File: src/rtl/munoc_monitor_pkg.sv
// -----------------------------------------------------------------------------
// munoc_monitor_pkg
//
// Shared constants for the AXI protocol-monitor status collector:
//   - APB byte offsets of the six mapped registers (STATUS .. EVENT_COUNT)
//   - FIRST register layout (valid-bit position, index field width)
//   - reg_sel(): maps a byte address onto the 3-bit register select used by
//     the decoder, so offsets and decode can never drift apart.
// -----------------------------------------------------------------------------
package munoc_monitor_pkg;

    // Register byte offsets; bits [4:2] select the register, [1:0] ignored.
    localparam logic [4:0] OFF_STATUS      = 5'h00;
    localparam logic [4:0] OFF_CLEAR       = 5'h04;
    localparam logic [4:0] OFF_MASK        = 5'h08;
    localparam logic [4:0] OFF_FIRST       = 5'h0C;
    localparam logic [4:0] OFF_TIMESTAMP   = 5'h10;
    localparam logic [4:0] OFF_EVENT_COUNT = 5'h14;

    // FIRST register layout.
    localparam int FIRST_VALID_BIT = 31;
    localparam int FIRST_IDX_W     = 8;

    // CLEAR[31] wipes FIRST.valid, TIMESTAMP and EVENT_COUNT.
    localparam int CLEAR_ALL_BIT = 31;

    function automatic logic [2:0] reg_sel(input logic [4:0] addr);
        return addr[4:2];
    endfunction

endpackage : munoc_monitor_pkg

File: src/rtl/munoc_monitor_sticky_bank.sv
// -----------------------------------------------------------------------------
// munoc_monitor_sticky_bank
//
// Per-flag state of the status collector: sticky bits, the registered copy of
// the previous monitor vector, rising-edge detection and a lowest-index
// priority encoder over the live flag vector.
//
// Ports:
//   clk         clock
//   rstnn       synchronous active-low reset
//   enable_i    capture enable; when low, sticky and previous-flags hold
//   flags_i     live monitor flag vector
//   clr_i       per-bit sticky clear (honoured regardless of enable_i)
//   sticky_o    sticky flag bits
//   rise_o      flags that are high now but were low at the previous capture
//   any_flag_o  at least one live flag is set
//   low_idx_o   index of the lowest set live flag (0 when none)
// -----------------------------------------------------------------------------
module munoc_monitor_sticky_bank
    import munoc_monitor_pkg::*;
#(
    parameter int NUM_FLAGS = 13
) (
    input  logic                   clk,
    input  logic                   rstnn,
    input  logic                   enable_i,
    input  logic [NUM_FLAGS-1:0]   flags_i,
    input  logic [NUM_FLAGS-1:0]   clr_i,
    output logic [NUM_FLAGS-1:0]   sticky_o,
    output logic [NUM_FLAGS-1:0]   rise_o,
    output logic                   any_flag_o,
    output logic [FIRST_IDX_W-1:0] low_idx_o
);

    logic [NUM_FLAGS-1:0] sticky_q, sticky_d;
    logic [NUM_FLAGS-1:0] prev_q, prev_d;

    // Clear is applied first so a flag raised in the same cycle wins.
    always_comb begin
        // NOTE: every always_comb output gets a default first so no path
        // leaves it unassigned; that is what keeps latches from being inferred.
        sticky_d = sticky_q & ~clr_i;
        prev_d   = prev_q;
        if (enable_i) begin
            sticky_d = sticky_d | flags_i;
            prev_d   = flags_i;
        end
    end

    always_ff @(posedge clk) begin
        // NOTE: state registers use non-blocking assignments so every flop
        // samples pre-edge values regardless of process evaluation order.
        if (!rstnn) begin
            sticky_q <= '0;
            prev_q   <= '0;
        end else begin
            sticky_q <= sticky_d;
            prev_q   <= prev_d;
        end
    end

    assign sticky_o   = sticky_q;
    assign rise_o     = flags_i & ~prev_q;
    assign any_flag_o = |flags_i;

    // Scan from the top down so the last hit, i.e. the lowest index, sticks.
    always_comb begin
        low_idx_o = '0;
        for (int i = NUM_FLAGS - 1; i >= 0; i--) begin
            if (flags_i[i]) begin
                low_idx_o = FIRST_IDX_W'(i);
            end
        end
    end

endmodule : munoc_monitor_sticky_bank

File: src/rtl/munoc_monitor_status_collector.sv
// -----------------------------------------------------------------------------
// munoc_monitor_status_collector
//
// Makes the per-channel AXI protocol-monitor flag vector software-visible:
// sticky flags, first-offender capture, saturating count of new events and a
// maskable registered level interrupt, all behind a zero-wait APB slave.
//
// Optional feature macro: MUNOC_MONITOR_TIMESTAMP_EN
//   defined   -> free-running 32-bit cycle counter (advances on enable=1
//                cycles), latched into TIMESTAMP when FIRST is captured.
//   undefined -> no counter; TIMESTAMP reads 0.
//
// Ports:
//   clk, rstnn      clock, synchronous active-low reset
//   enable          capture enable (APB access works regardless)
//   monitor_flags   live flags from the monitor, bit 0 = LSB
//   psel/penable/pwrite/paddr/pwdata  APB request
//   prdata          read data, 0 outside a read access phase
//   pready          always 1 (zero wait states)
//   pslverr         read of an unmapped offset (0x18, 0x1C)
//   interrupt       registered |(sticky & mask)
//
// Register map: 0x00 STATUS(ro) 0x04 CLEAR(wo) 0x08 MASK(rw) 0x0C FIRST(ro)
//               0x10 TIMESTAMP(ro) 0x14 EVENT_COUNT(ro)
// -----------------------------------------------------------------------------
module munoc_monitor_status_collector
    import munoc_monitor_pkg::*;
#(
    parameter int NUM_FLAGS      = 13,
    parameter int BW_EVENT_COUNT = 16
) (
    input  logic                 clk,
    input  logic                 rstnn,
    input  logic                 enable,
    input  logic [NUM_FLAGS-1:0] monitor_flags,
    input  logic                 psel,
    input  logic                 penable,
    input  logic                 pwrite,
    input  logic [4:0]           paddr,
    input  logic [31:0]          pwdata,
    output logic [31:0]          prdata,
    output logic                 pready,
    output logic                 pslverr,
    output logic                 interrupt
);

    localparam logic [BW_EVENT_COUNT-1:0] CNT_MAX = '1;

    // ---------------------------------------------------------------- APB ---
    logic       wr_en, rd_en;
    logic [2:0] sel;
    logic       wr_clear, wr_mask;
    logic [NUM_FLAGS-1:0] clr_bits;
    logic       clr_all;

    assign wr_en    = psel & penable & pwrite;
    assign rd_en    = psel & penable & ~pwrite;
    assign sel      = reg_sel(paddr);
    assign wr_clear = wr_en && (sel == reg_sel(OFF_CLEAR));
    assign wr_mask  = wr_en && (sel == reg_sel(OFF_MASK));
    assign clr_bits = wr_clear ? pwdata[NUM_FLAGS-1:0] : '0;
    assign clr_all  = wr_clear & pwdata[CLEAR_ALL_BIT];
    assign pready   = 1'b1;

    // ------------------------------------------------------- sticky bank ---
    logic [NUM_FLAGS-1:0]   sticky, rise;
    logic                   any_flag;
    logic [FIRST_IDX_W-1:0] low_idx;

    munoc_monitor_sticky_bank #(
        .NUM_FLAGS (NUM_FLAGS)
    ) u_sticky_bank (
        .clk        (clk),
        .rstnn      (rstnn),
        .enable_i   (enable),
        .flags_i    (monitor_flags),
        .clr_i      (clr_bits),
        .sticky_o   (sticky),
        .rise_o     (rise),
        .any_flag_o (any_flag),
        .low_idx_o  (low_idx)
    );

    // ----------------------------------------------- mask, FIRST, counter ---
    logic [NUM_FLAGS-1:0]      mask_q, mask_d;
    logic                      first_valid_q, first_valid_d;
    logic [FIRST_IDX_W-1:0]    first_idx_q, first_idx_d;
    logic [BW_EVENT_COUNT-1:0] cnt_q, cnt_d, cnt_base;
    logic                      irq_q, irq_d;
    logic                      capture;

    // A clear of FIRST is applied before the capture test, so a flag in the
    // same cycle as CLEAR[31] recaptures immediately.
    assign capture = enable & ~(first_valid_q & ~clr_all) & any_flag;

    always_comb begin
        mask_d        = wr_mask ? pwdata[NUM_FLAGS-1:0] : mask_q;

        first_valid_d = first_valid_q & ~clr_all;
        first_idx_d   = clr_all ? '0 : first_idx_q;
        if (capture) begin
            first_valid_d = 1'b1;
            first_idx_d   = low_idx;
        end

        // One increment per cycle with any rising flag, not per flag.
        cnt_base = clr_all ? '0 : cnt_q;
        cnt_d    = cnt_base;
        if (enable && (|rise) && (cnt_base != CNT_MAX)) begin
            cnt_d = cnt_base + BW_EVENT_COUNT'(1);
        end

        irq_d = |(sticky & mask_q);
    end

    always_ff @(posedge clk) begin
        if (!rstnn) begin
            mask_q        <= '0;
            first_valid_q <= 1'b0;
            first_idx_q   <= '0;
            cnt_q         <= '0;
            irq_q         <= 1'b0;
        end else begin
            mask_q        <= mask_d;
            first_valid_q <= first_valid_d;
            first_idx_q   <= first_idx_d;
            cnt_q         <= cnt_d;
            irq_q         <= irq_d;
        end
    end

    assign interrupt = irq_q;

    // ---------------------------------------------------------- timestamp ---
    logic [31:0] timestamp;

`ifdef MUNOC_MONITOR_TIMESTAMP_EN
    logic [31:0] cycle_q, cycle_d;
    logic [31:0] ts_q, ts_d;

    // The free-running counter is never touched by CLEAR; only TIMESTAMP is.
    always_comb begin
        cycle_d = enable ? cycle_q + 32'd1 : cycle_q;
        ts_d    = clr_all ? 32'd0 : ts_q;
        if (capture) begin
            ts_d = cycle_q;
        end
    end

    always_ff @(posedge clk) begin
        if (!rstnn) begin
            cycle_q <= '0;
            ts_q    <= '0;
        end else begin
            cycle_q <= cycle_d;
            ts_q    <= ts_d;
        end
    end

    assign timestamp = ts_q;
`else
    assign timestamp = 32'd0;
`endif

    // ---------------------------------------------------------- read mux ---
    always_comb begin
        prdata  = '0;
        pslverr = 1'b0;
        if (rd_en) begin
            case (sel)
                reg_sel(OFF_STATUS):      prdata = 32'(sticky);
                reg_sel(OFF_CLEAR):       prdata = '0;
                reg_sel(OFF_MASK):        prdata = 32'(mask_q);
                reg_sel(OFF_FIRST): begin
                    prdata[FIRST_VALID_BIT]   = first_valid_q;
                    prdata[FIRST_IDX_W-1:0]   = first_idx_q;
                end
                reg_sel(OFF_TIMESTAMP):   prdata = timestamp;
                reg_sel(OFF_EVENT_COUNT): prdata = 32'(cnt_q);
                default:                  pslverr = 1'b1;
            endcase
        end
    end

    // Address byte-lane bits and the upper write-data bits carry no meaning.
    logic unused_ok;
    assign unused_ok = ^{paddr[1:0], pwdata};

endmodule : munoc_monitor_status_collector

File: config.mk
export PLATFORM = sky130hd
export DESIGN_NAME = munoc_monitor_status_collector
export DESIGN_NICKNAME = d
export VERILOG_FILES = /design/src/rtl/munoc_monitor_pkg.sv /design/src/rtl/munoc_monitor_sticky_bank.sv /design/src/rtl/munoc_monitor_status_collector.sv
export SDC_FILE = /design/constraint.sdc
export NUM_CORES = 1
export LEC_CHECK = 0
export BUFFER_PORTS_ARGS = -buffer_cell sky130_fd_sc_hd__buf_2
export CAP_MARGIN = 15
export CORE_ASPECT_RATIO = 1.75
export CORE_MARGIN = 8
export CORE_UTILIZATION = 48
export CTS_BUF_LIST = sky130_fd_sc_hd__clkbuf_16
export CTS_CLUSTER_DIAMETER = 40
export DETAILED_ROUTE_END_ITERATION = 8
export PLACE_DENSITY = 0.86
export SLEW_MARGIN = 10
export SYNTH_ARGS = -nofsm -noshare
export SYNTH_HDL_FRONTEND = slang
export SYNTH_SLANG_ARGS = --single-unit
export TNS_END_PERCENT = 5
File: constraint.sdc
create_clock -name clk -period 3 [get_ports clk]
set_input_delay 0.3 -clock clk [delete_from_list [all_inputs] [get_ports clk]]
set_output_delay 0.3 -clock clk [all_outputs]
set_load 0.05 [all_outputs]
## Yosys cells after proc, flatten, opt, wreduce, memory -nomap -nowiden

Cells that the tools add are included.

- Bits in registers: 65
- Output and inout port bits: 35
- Input port bits: 56

- Bitwise logic cells: 16
- Eq/ne operators: 6
- Mux-type cells: 26
- $add $sub $neg: 1
- Reductions and logical operators: 10

Operators with widths:

| kind | count |
|---|---|
| two-way mux 4 bit | 13 |
| bitwise AND 13 bit | 3 |
| OR reduction 13 bit | 3 |
| two-way mux 16 bit | 2 |
| two-way mux 32 bit | 1 |
| case mux 8 bit (4 select lines) | 1 |
| two-way mux 13 bit | 2 |
| NOT 13 bit | 2 |
| case mux 8 bit (3 select lines) | 1 |
| adder 16 x 1 -> 16 bit (second input constant) | 1 |
| two-way mux 8 bit | 2 |
| != test 16 bit (second input constant) | 1 |
| bitwise OR 13 bit | 1 |
| bitwise AND 1 bit | 7 |
| == test 3 x 2 -> 1 bit (second input constant) | 2 |
| == test 3 bit (second input constant) | 2 |
| OR reduction 6 bit | 1 |
| logical AND 1 bit | 4 |
| two-way mux 1 bit | 4 |
| == test 3 x 1 -> 1 bit (second input constant) | 1 |
| logical NOT 3 bit | 1 |
| NOT 1 bit | 3 |
| nonzero test 2 bit | 1 |

## Logic depth before layout (Yosys ltp)

Gate-level depths: netlist (run 1).

- Word-level depth: 14
- Depth in mapped cells: 12

## Modules after synthesis

Synthesis (run 1) repeated with hierarchy kept, for this count alone.

- Cells, all modules: 473
- Area, all modules: 3,882.5 um^2

By module, submodules not included:

| module | instances | area an instance (um^2) | seq. area each (um^2) | cells an instance |
|---|---|---|---|---|
| munoc_monitor_status_collector | 1 | 2,657.5 | 780.7 | 336 |
| munoc_monitor_sticky_bank | 1 | 1,224.9 | 520.5 | 137 |

## Worst setup path after synthesis (run 1)

Ideal clock, no wire load.

- Path kind: input to register
- Start point: in paddr[3]
- End point: reg cnt_q[12]
- Library setup time: 0.070 ns
- Stages: 12
- Setup slack: -0.067 ns
- Data required time: 2.930 ns
- Data arrival time: 2.996 ns
- Path through: or3b_1 > or3_1 > buf_6 > clkbuf_1 > and2_1 > ha_1 > nand4_1 > nor2_1 > and4_4 > or4_1 > or3_1 > a21oi_1

- Cells in the longest elaborated chain, start to end: 7

RTL lines:

| what | RTL line | RTL |
|---|---|---|
| from (decl) | munoc_monitor_status_collector.sv:39 | `input logic [4:0] paddr,` |
| == test 3 x 1 -> 1 bit (*) | munoc_monitor_status_collector.sv:59 | `assign wr_clear = wr_en && (sel == reg_sel(OFF_CLEAR));` |
| logical AND 1 bit (*) | munoc_monitor_status_collector.sv:59 |  |
| bitwise AND 1 bit (*) | munoc_monitor_status_collector.sv:62 | `assign clr_all = wr_clear & pwdata[CLEAR_ALL_BIT];` |
| two-way mux 16 bit (*) | munoc_monitor_status_collector.sv:107 | `cnt_base = clr_all ? '0 : cnt_q;` |
| parallel branches: the longest is 2 deep, another holds adder 16 x 1 -> 16 bit | n/a |  |
| two-way mux 16 bit (*) | munoc_monitor_status_collector.sv:109 | `if (enable && (\|rise) && (cnt_base != CNT_MAX)) begin` |
| to (signal assigned) | munoc_monitor_status_collector.sv:127 | `cnt_q <= cnt_d;` |
| to (decl) | munoc_monitor_status_collector.sv:88 | `logic [BW_EVENT_COUNT-1:0] cnt_q, cnt_d, cnt_base;` |

Every way passes the cells marked *.
A chain may end at the register's enable or synchronous reset.

## Final worst setup path (run 1)

Same ends and word-level chain as after synthesis.

==> reports/results.tsv, run 1 <==
stage	metric	value	unit
status	status	completed	
critical_path	nature of the critical path startpoint	input pin	
cts	clock slew at reported path FFs	0.05	ns
route	DRT Pass-1 Iters	5	
critical_path	endpoint type of the worst setup path	register	
power	Leak	1.567	nW
floorplan	Die Area	10020	µm²
placement	RePlAce Congestion	0.9796	
route	vias per cell	5.897	
cts	htree depth	3	
route	final wirelength	9.982	mm
logic_synthesis	multiplexer share of the synthesized area	0.02240	
timing	hold violation total from the final report	0	
placement	HPWL after DPL	7.521	mm
floorplan	# IOs	91	
layout	fill count	652	
global_routing	GRT Residual Overflow	0	
critical_path	Reg2Reg Setup Slack	0.86	ns
logic_synthesis	post-synthesis sequential area ratio	0.3643	
route	DRT iter0 DRCs	333	
worst_hold_path	Hold Path End	mask_q[11]	
floorplan	Die W	79.17	µm
layout	Area Overhead vs Synth	18.81	%
logic_synthesis	synthesized area per cell	7.533	µm²
layout	most frequent cells in the layout	nand2_1 (99), dfxtp_1 (61), buf_2 (54), a21boi_0 (39), nor2_1 (33)	
worst_hold_path	hold path cells	3	
worst_hold_path	Hold Crit Class	input pin to register	
logic_synthesis	simple-gate share of the synthesized area	0.2923	
timing	clock skew	0.005522	ns
global_routing	most used routing layer	met2	
timing	fmax	390.1	MHz
route	Detail Route Antenna Nets	0	
logic_synthesis	Post-Synthesis Cells	445	
timing	relative slew slack	0.4673	
logic_synthesis	post-synthesis cell type count	48	
cts	clock sinks	61	
logic_synthesis	number of synthesized register bits	61	
cts	root buf cell	clkbuf_16	
floorplan	Initial Util	0.4925	
logic_synthesis	EDFF count, synth	0	
critical_path	kind of critical path	input pin to register	
cts	TritonCTS clock tree	built	
global_routing	GRT met3 Usage	0.04950	
timing	Final min period	2.564	ns
layout	# diodes	0	
logic_synthesis	Mapped Area	3352	µm²
placement	Setup WS pre-CTS	0.1350	ns
cts	cts bufs inserted	9	
critical_path	CP Data Arrival Time	2.82	ns
cts	Clock Tree Buf Depth	2	
logic_synthesis	Compound-Gate Fraction of Synth Area	0.2423	
global_routing	vias in the first global route	3397	
cts	hold buffers post-CTS	0	
critical_path	worst-path maximum fanout	5	
logic_synthesis	largest family of logic cells by synthesized area	simple AND/OR/NAND/NOR gates	
timing	Setup TNS Final	0	ns
global_routing	met2 usage	0.3350	
global_routing	met1 GRT Util	0.2074	
timing	fin. max-slew vios	0	
critical_path	r2r endpoint	cnt_q[12]	
timing	Slew @ Worst Pin	0.7907	ns
floorplan	Die Y	126.5	µm
critical_path	Critical Path RT	3.26	ns
global_routing	initial antenna violation count	0	
timing	count of final setup violators	0	
worst_hold_path	min-delay src	pwdata[11]	
placement	Port-buffer cells	54	
timing	Setup WS post-layout	0.4363	ns
power	PwrDens	569.3	nW/µm²
logic_synthesis	ys async rst share	0	
global_routing	Total GRT Usage	0.2014	
cts	Post-CTS Resized	0	
layout	commonest non-fill, non-tap cell in the layout	nand2_1	
critical_path	worst reg-to-reg path cell count	7	
timing	Final period util	0.8546	
route	WL/cell	17.09	µm
route	routed vias	3444	
route	DRC	0	
power	IR drop worst, VDD	0.3998	mV
global_routing	first-pass GRT wire length	15.94	mm
flow_run	number of max-cap violations	0	
cts	later-pin clock latency in the skew report	0.33	ns
logic_synthesis	xor-xnor portion of the synthesized cell area	0	
timing	RSZ-0062 raised after global routing	no	
global_routing	largest net degree at the start of global routing	55	
logic_synthesis	Post-Synth Adder-Cell Area	0.003733	
layout	Net count, final	552	
layout	fraction of layout cells with a size suffix above 1	0.1680	
critical_path	worst r2r src	cnt_q[0]	
floorplan	Rows	40	
cts	setup repair bufs after CTS	0	
floorplan	Core Region	6807	µm²
logic_synthesis	Ys Warns	0	
logic_synthesis	top_reg_cell synth	dfxtp_1	
## Yosys cell counts (all sizes together) (2+ instances only)
master,n,area share
a21boi,39,0.087
nor3,3,0.0045
or4,4,0.0090
nand2,99,0.11
o31ai,2,0.0045
mux2i,3,0.0090
o2111ai,3,0.0078
o21a,3,0.0067
and3,9,0.017
buf,18,0.040
nor2b,8,0.015
and2,7,0.013
or3,11,0.021
nand4,8,0.015
dfxtp,61,0.36
a22oi,18,0.040
inv,8,0.0090
o21ai,15,0.022
a22o,2,0.0052
mux2,4,0.013
a21oi,22,0.033
clkbuf,21,0.024
nor4,4,0.0075
nor2,33,0.037
a31oi,3,0.0056
nand2b,8,0.015
nand3,10,0.015
conb,2,0.0022
## per-layer routing
layer	up-vias	routed length, µm
met2	158	5174
met5	-	0
met1	1609	3604
li1	1643	-
met3	34	639
met4	0	564
## flip-flops by register name, summed over array words and instances, names as in the netlist
| name | count |
|---|---|
| cnt_q | 16 |
| mask_q | 13 |
| u_sticky_bank.prev_q | 13 |
| u_sticky_bank.sticky_o | 13 |
| first_idx_q | 4 |
| first_valid_q | 1 |
| interrupt | 1 |
## worst max-delay path by stage
stage          startpoint   endpoint  slack (ns)
4_1_cts          paddr[3]  cnt_q[12]        0.45
3_5_place_dp     paddr[3]  cnt_q[12]        0.13
2_1_floorplan    paddr[3]  cnt_q[12]        0.03
3_3_place_gp     paddr[3]  cnt_q[12]        0.17
6_report         paddr[3]  cnt_q[12]        0.44
5_1_grt          paddr[3]  cnt_q[12]        0.31
## final cells by class
cell class	instances	area [µm²]	share of cell area
clock buffer	9	225.2	0.05655
clock inverter	7	113.9	0.02859
inverter	8	30.03	0.007540
multi-input combinational	351	1942	0.4876
sequential	61	1221	0.3066
tap	84	105.1	0.02639
timing repair buffer	64	345.3	0.08671
## where the power goes
group	internal (W)	total [W]	switching (W)
Sequential	0.000839	0.000863	0.0000233
Clock	0.000807	0.00118	0.000372
Combinational	0.0000704	0.000225	0.000155
Total	0.00172	0.00227	0.000550
## logic make-up after synthesis
kind of cell,after synthesis
AOI/OAI and AO/OA,118
adders and majority gates,1
buffers and inverters,47
DFF,61
muxes,7
other,2
and+or+nand+nor,209
## stage by stage
step / total power (W) / util / hold slack (ns) / area (µm²) / std cells
finish: 0.002267 / 0.5851 / 0.2354 / 3983 / 584
global route: 0.002336 / 0.5851 / 0.2363 / 3983 / 584
CTS: 0.002272 / 0.5851 / 0.2298 / 3983 / 584
detailed placement: 0.001099 / 0.5353 / 0.4713 / 3643 / 568
global placement: 0.001090 / 0.5353 / 0.4546 / 3643 / 568
floorplan: 0.001037 / - / 0.4437 / 3408 / 459
## critical path: stages
cell and delay, ns:
buf_2 0.11, or3b_1 0.39, or3_1 0.35, and2_1 0.20
ha_2 0.19, nand4_1 0.09, nor2_1 0.09, and4_4 0.21
or4_1 0.43, or3_1 0.33, a21oi_1 0.14
(Power assumes the default switching activity.)
==> run 2, diff against run 1 <==
--- a/config.mk
+++ b/config.mk
@@ -9,7 +9,7 @@
 export CAP_MARGIN = 15
 export CORE_ASPECT_RATIO = 1.75
 export CORE_MARGIN = 8
-export CORE_UTILIZATION = 48
+export CORE_UTILIZATION = 49
 export CTS_BUF_LIST = sky130_fd_sc_hd__clkbuf_16
 export CTS_CLUSTER_DIAMETER = 40
 export DETAILED_ROUTE_END_ITERATION = 8
@@ -17,5 +17,6 @@
 export SLEW_MARGIN = 10
 export SYNTH_ARGS = -nofsm -noshare
 export SYNTH_HDL_FRONTEND = slang
+export SYNTH_HIERARCHICAL = 1
 export SYNTH_SLANG_ARGS = --single-unit
 export TNS_END_PERCENT = 5
==> run 2 against run 1 <==
  * First-iteration DRC count is 25% lower
  * Global-route usage down 0.35 points
  * Via count is 8.9% higher
  * Critical path type is now input pin to output port
  * Clock skew decreased by 0.0030 ns
  * Clock power is 23% lower
==> reports/results.tsv, run 2 <==
stage	metric	value	unit	change
layout	max reg flops	16		unchanged
cts	htree depth	3		unchanged
critical_path	crit-path cells	buf_2 > buf_4 > nor2b_1 > and2_1 > o21ai_1 > nor2_1 > buf_2		was buf_2 > or3b_1 > or3_1 > and2_1 > ha_2 > nand4_1 > nor2_1 > and4_4 > or4_1 > or3_1 > a21oi_1
cts	clock slew at reported path FFs	0.05	ns	about the same
cts	hold buffers post-CTS	0		unchanged
timing	fin. max-slew vios	0		unchanged
logic_synthesis	EDFF count, synth	0		unchanged
cts	Clock Tree Buf Depth	2		unchanged
layout	fraction of layout cells with a size suffix above 1	0.1927		was 0.1680
cts	setup repair bufs after CTS	0		unchanged
logic_synthesis	dominant cells by area after synthesis	dfxtp_1 (34%), nand2_1 (6.6%), a21boi_1 (5.8%)		was dfxtp_1 (36%), nand2_1 (11%), a21boi_0 (8.7%)
global_routing	vias in the first global route	3695		was 3397
flow_run	number of max-cap violations	0		unchanged
logic_synthesis	Ys Warns	6		was 0
critical_path	worst r2r src	cnt_q[0]		unchanged
power	Int Pwr	0.001522	W	was 0.001717 W
power	PwrDens	476.9	nW/µm²	was 569.3 nW/µm²
power	Leak	1.757	nW	was 1.567 nW
floorplan	Rows	43		was 40
timing	Setup WS post-layout	0.6791	ns	was 0.4363 ns
route	routed vias	3752		was 3444
logic_synthesis	post-synthesis sequential area ratio	0.3352		was 0.3643
layout	most frequent cells in the layout	nand2_1 (68), dfxtp_1 (65), buf_2 (54), nor2_1 (32), a21boi_1 (30)		was nand2_1 (99), dfxtp_1 (61), buf_2 (54), a21boi_0 (39), nor2_1 (33)
layout	Area Overhead vs Synth	12.96	%	was 18.81%
logic_synthesis	top cell type's share of synthesized area	0.3352		was 0.3643
logic_synthesis	Post-Synthesis Cells	473		was 445
logic_synthesis	Synth top cells by count	nand2_1 (68), dfxtp_1 (65), nor2_1 (32), a21boi_1 (30), nand2b_1 (28)		was nand2_1 (99), dfxtp_1 (61), a21boi_0 (39), nor2_1 (33), a21oi_1 (22)
power	P_sw	0.0005689	W	was 0.0005500 W
timing	Slew @ Worst Pin	0.7228	ns	was 0.7907 ns
logic_synthesis	Yosys top cell by area	dfxtp_1		unchanged
route	DRC	0		unchanged
route	DRT Pass-1 Iters	5		unchanged
critical_path	CP delay by family, top	simple AND/OR/NAND/NOR gates		unchanged
global_routing	initial antenna violation count	0		unchanged
timing	Setup TNS Final	0	ns	unchanged
timing	Final min period	2.321	ns	was 2.564 ns
layout	Biggest register	cnt_q		unchanged
logic_synthesis	Mapped Area	3882	µm²	was 3352 µm²
floorplan	Die Y	133.8	µm	was 126.5 µm
logic_synthesis	ys async rst share	0		unchanged
critical_path	worst setup path start	paddr[3]		unchanged
timing	hold violation total from the final report	0		unchanged
power	combinational power share	0.126		was 0.099
critical_path	CP max stage cell	nor2b_1		was or4_1
layout	# diodes	0		unchanged
power	Switching Fraction	0.2720		was 0.2426
layout	Net count, final	576		was 552
floorplan	# IOs	91		unchanged
placement	Port-buffer cells	54		unchanged
logic_synthesis	number of synthesized register bits	65		was 61
route	final wirelength	11.23	mm	was 9.982 mm
cts	cts bufs inserted	9		unchanged
placement	RePlAce Congestion	0.9318		was 0.9796
floorplan	Initial Util	0.4977		was 0.4925
global_routing	first-pass GRT wire length	17.91	mm	was 15.94 mm
power	IR drop worst, VDD	0.3437	mV	was 0.3998 mV
placement	DP Cell Count	598		was 568
critical_path	endpoint type of the worst setup path	output port		was register
cts	clock sinks	65		was 61
critical_path	CP Data Arrival Time	2.02	ns	was 2.82 ns
critical_path	Critical Path RT	2.70	ns	was 3.26 ns
timing	Final period util	0.7736		was 0.8546
critical_path	Crit path largest cell delay	0.49	ns	was 0.43 ns
cts	Post-CTS Resized	0		unchanged
route	DRT iter0 DRCs	251		was 333
route	WL/cell	18.30	µm	was 17.09 µm
critical_path	CP dominant cell by count	buf_2		was or3_1
timing	fmax	430.9	MHz	was 390.1 MHz
timing	relative slew slack	0.5163		was 0.4673
global_routing	Total GRT Usage	0.1980		was 0.2014
worst_hold_path	Hold Crit Class	input pin to register		unchanged
critical_path	kind of critical path	input pin to output port		was input pin to register
global_routing	GRT Residual Overflow	0		unchanged
timing	RSZ-0062 raised after global routing	no		unchanged
layout	Final Non-Filler Cells	614		was 584
route	vias per cell	6.111		was 5.897
cts	root buf cell	clkbuf_16		unchanged
critical_path	worst-path maximum fanout	25		was 5
logic_synthesis	largest family of logic cells by synthesized area	simple AND/OR/NAND/NOR gates		unchanged
critical_path	sum of buffers and inverters on the critical path	3		was 1
timing	count of final setup violators	0		unchanged
critical_path	nature of the critical path startpoint	input pin		unchanged
cts	later-pin clock latency in the skew report	0.33	ns	about the same
floorplan	Die Area	11140	µm²	was 10020 µm²
logic_synthesis	post-synthesis cell type count	61		was 48
floorplan	Core Region	7801	µm²	was 6807 µm²
logic_synthesis	most common cell in the synthesized netlist	nand2_1		unchanged
logic_synthesis	top_reg_cell synth	dfxtp_1		unchanged
power	sequential power share	0.441		was 0.381
global_routing	largest net degree at the start of global routing	61		was 55
logic_synthesis	Compound-Gate Fraction of Synth Area	0.2527		was 0.2423
worst_hold_path	min-delay src	pwdata[4]		was pwdata[11]
floorplan	Die W	83.29	µm	was 79.17 µm
route	Detail Route Antenna Nets	0		unchanged
cts	TritonCTS clock tree	built		unchanged
logic_synthesis	synthesized area per cell	8.208	µm²	was 7.533 µm²
placement	Setup WS pre-CTS	0.5052	ns	was 0.1350 ns
layout	commonest non-fill, non-tap cell in the layout	nand2_1		unchanged
logic_synthesis	multiplexer share of the synthesized area	0.02578		was 0.02240
placement	HPWL after DPL	8.249	mm	was 7.521 mm
logic_synthesis	simple-gate share of the synthesized area	0.3000		was 0.2923
logic_synthesis	xor-xnor portion of the synthesized cell area	0.01128		was 0
status	status	completed		unchanged
logic_synthesis	Post-Synth Adder-Cell Area	0.003223		was 0.003733
timing	clock skew	0.002572	ns	was 0.005522 ns
power	Clock power frac	0.433		was 0.520
run 2: cell families after synthesis:
group	count (synthesis)
simple gates	216
xor+xnor	5
buf+inv	47
fa+ha+maj	1
flops	65
compound gates	127
mux	9
other cells	3
run 2: area by class of cell:
type                            count  area (µm²)
Clock buffer                        9       225.2
Multi-Input combinational cell    378        2377
Inverter                            3       11.26
Sequential cell                    65        1301
Tap cell                           90       112.6
Timing Repair Buffer               62       330.3
Clock inverter                      7       27.53
Fill cell                         694        3416
run 2: worst register-to-register path, cell delays in order, from the launching register on:
cell,delay [ns]
dfxtp_1,0.38
and2_1,0.19
ha_1,0.20
nand3_1,0.18
nor4_4,0.51
a21oi_2,0.19
and3_1,0.20
o21a_1,0.16
run 2: power groups by stage:
stage	logic (W)	clock network, W	registers [W]
floorplan	0.000202	0	0.000929
global placement	0.000251	0	0.000937
detailed placement	0.000257	0	0.000939
CTS	0.000259	0.000913	0.000921
global route	0.000284	0.000949	0.000925
finish	0.000264	0.000905	0.000922
run 2: path summary, 6_finish.rpt:
| check | cells after the start | endpoint | slack (ns) |
|---|---|---|---|
| worst max-delay path | 7 | prdata[12] | 0.68 |
| worst min-delay path | 3 | mask_q[4] | 0.22 |
| worst max register to register | 7 | cnt_q[2] | 0.89 |
| worst min register to register | 2 | u_sticky_bank/prev_q[8] | 0.48 |
run 2: metrics by stage:
stage | cell area, µm² | utilization | power, W | hold WS (ns)
2_1_floorplan | 3946 | - | 0.001131 | 0.4449
3_3_place_gp | 4133 | 0.5298 | 0.001188 | 0.4566
3_5_place_dp | 4133 | 0.5298 | 0.001196 | 0.4710
4_1_cts | 4385 | 0.5621 | 0.002093 | 0.2172
5_1_grt | 4385 | 0.5621 | 0.002157 | 0.2364
6_report | 4385 | 0.5621 | 0.002091 | 0.2234
run 2: layer usage:
metal  up-vias  wire length [µm]  global-route usage
li1       1752                 -                   -
met1      1749              3944              0.1914
met2       193              5722              0.3482
met3        58               746             0.04340
met4         0               820              0.1650
met5         -                 0                   0
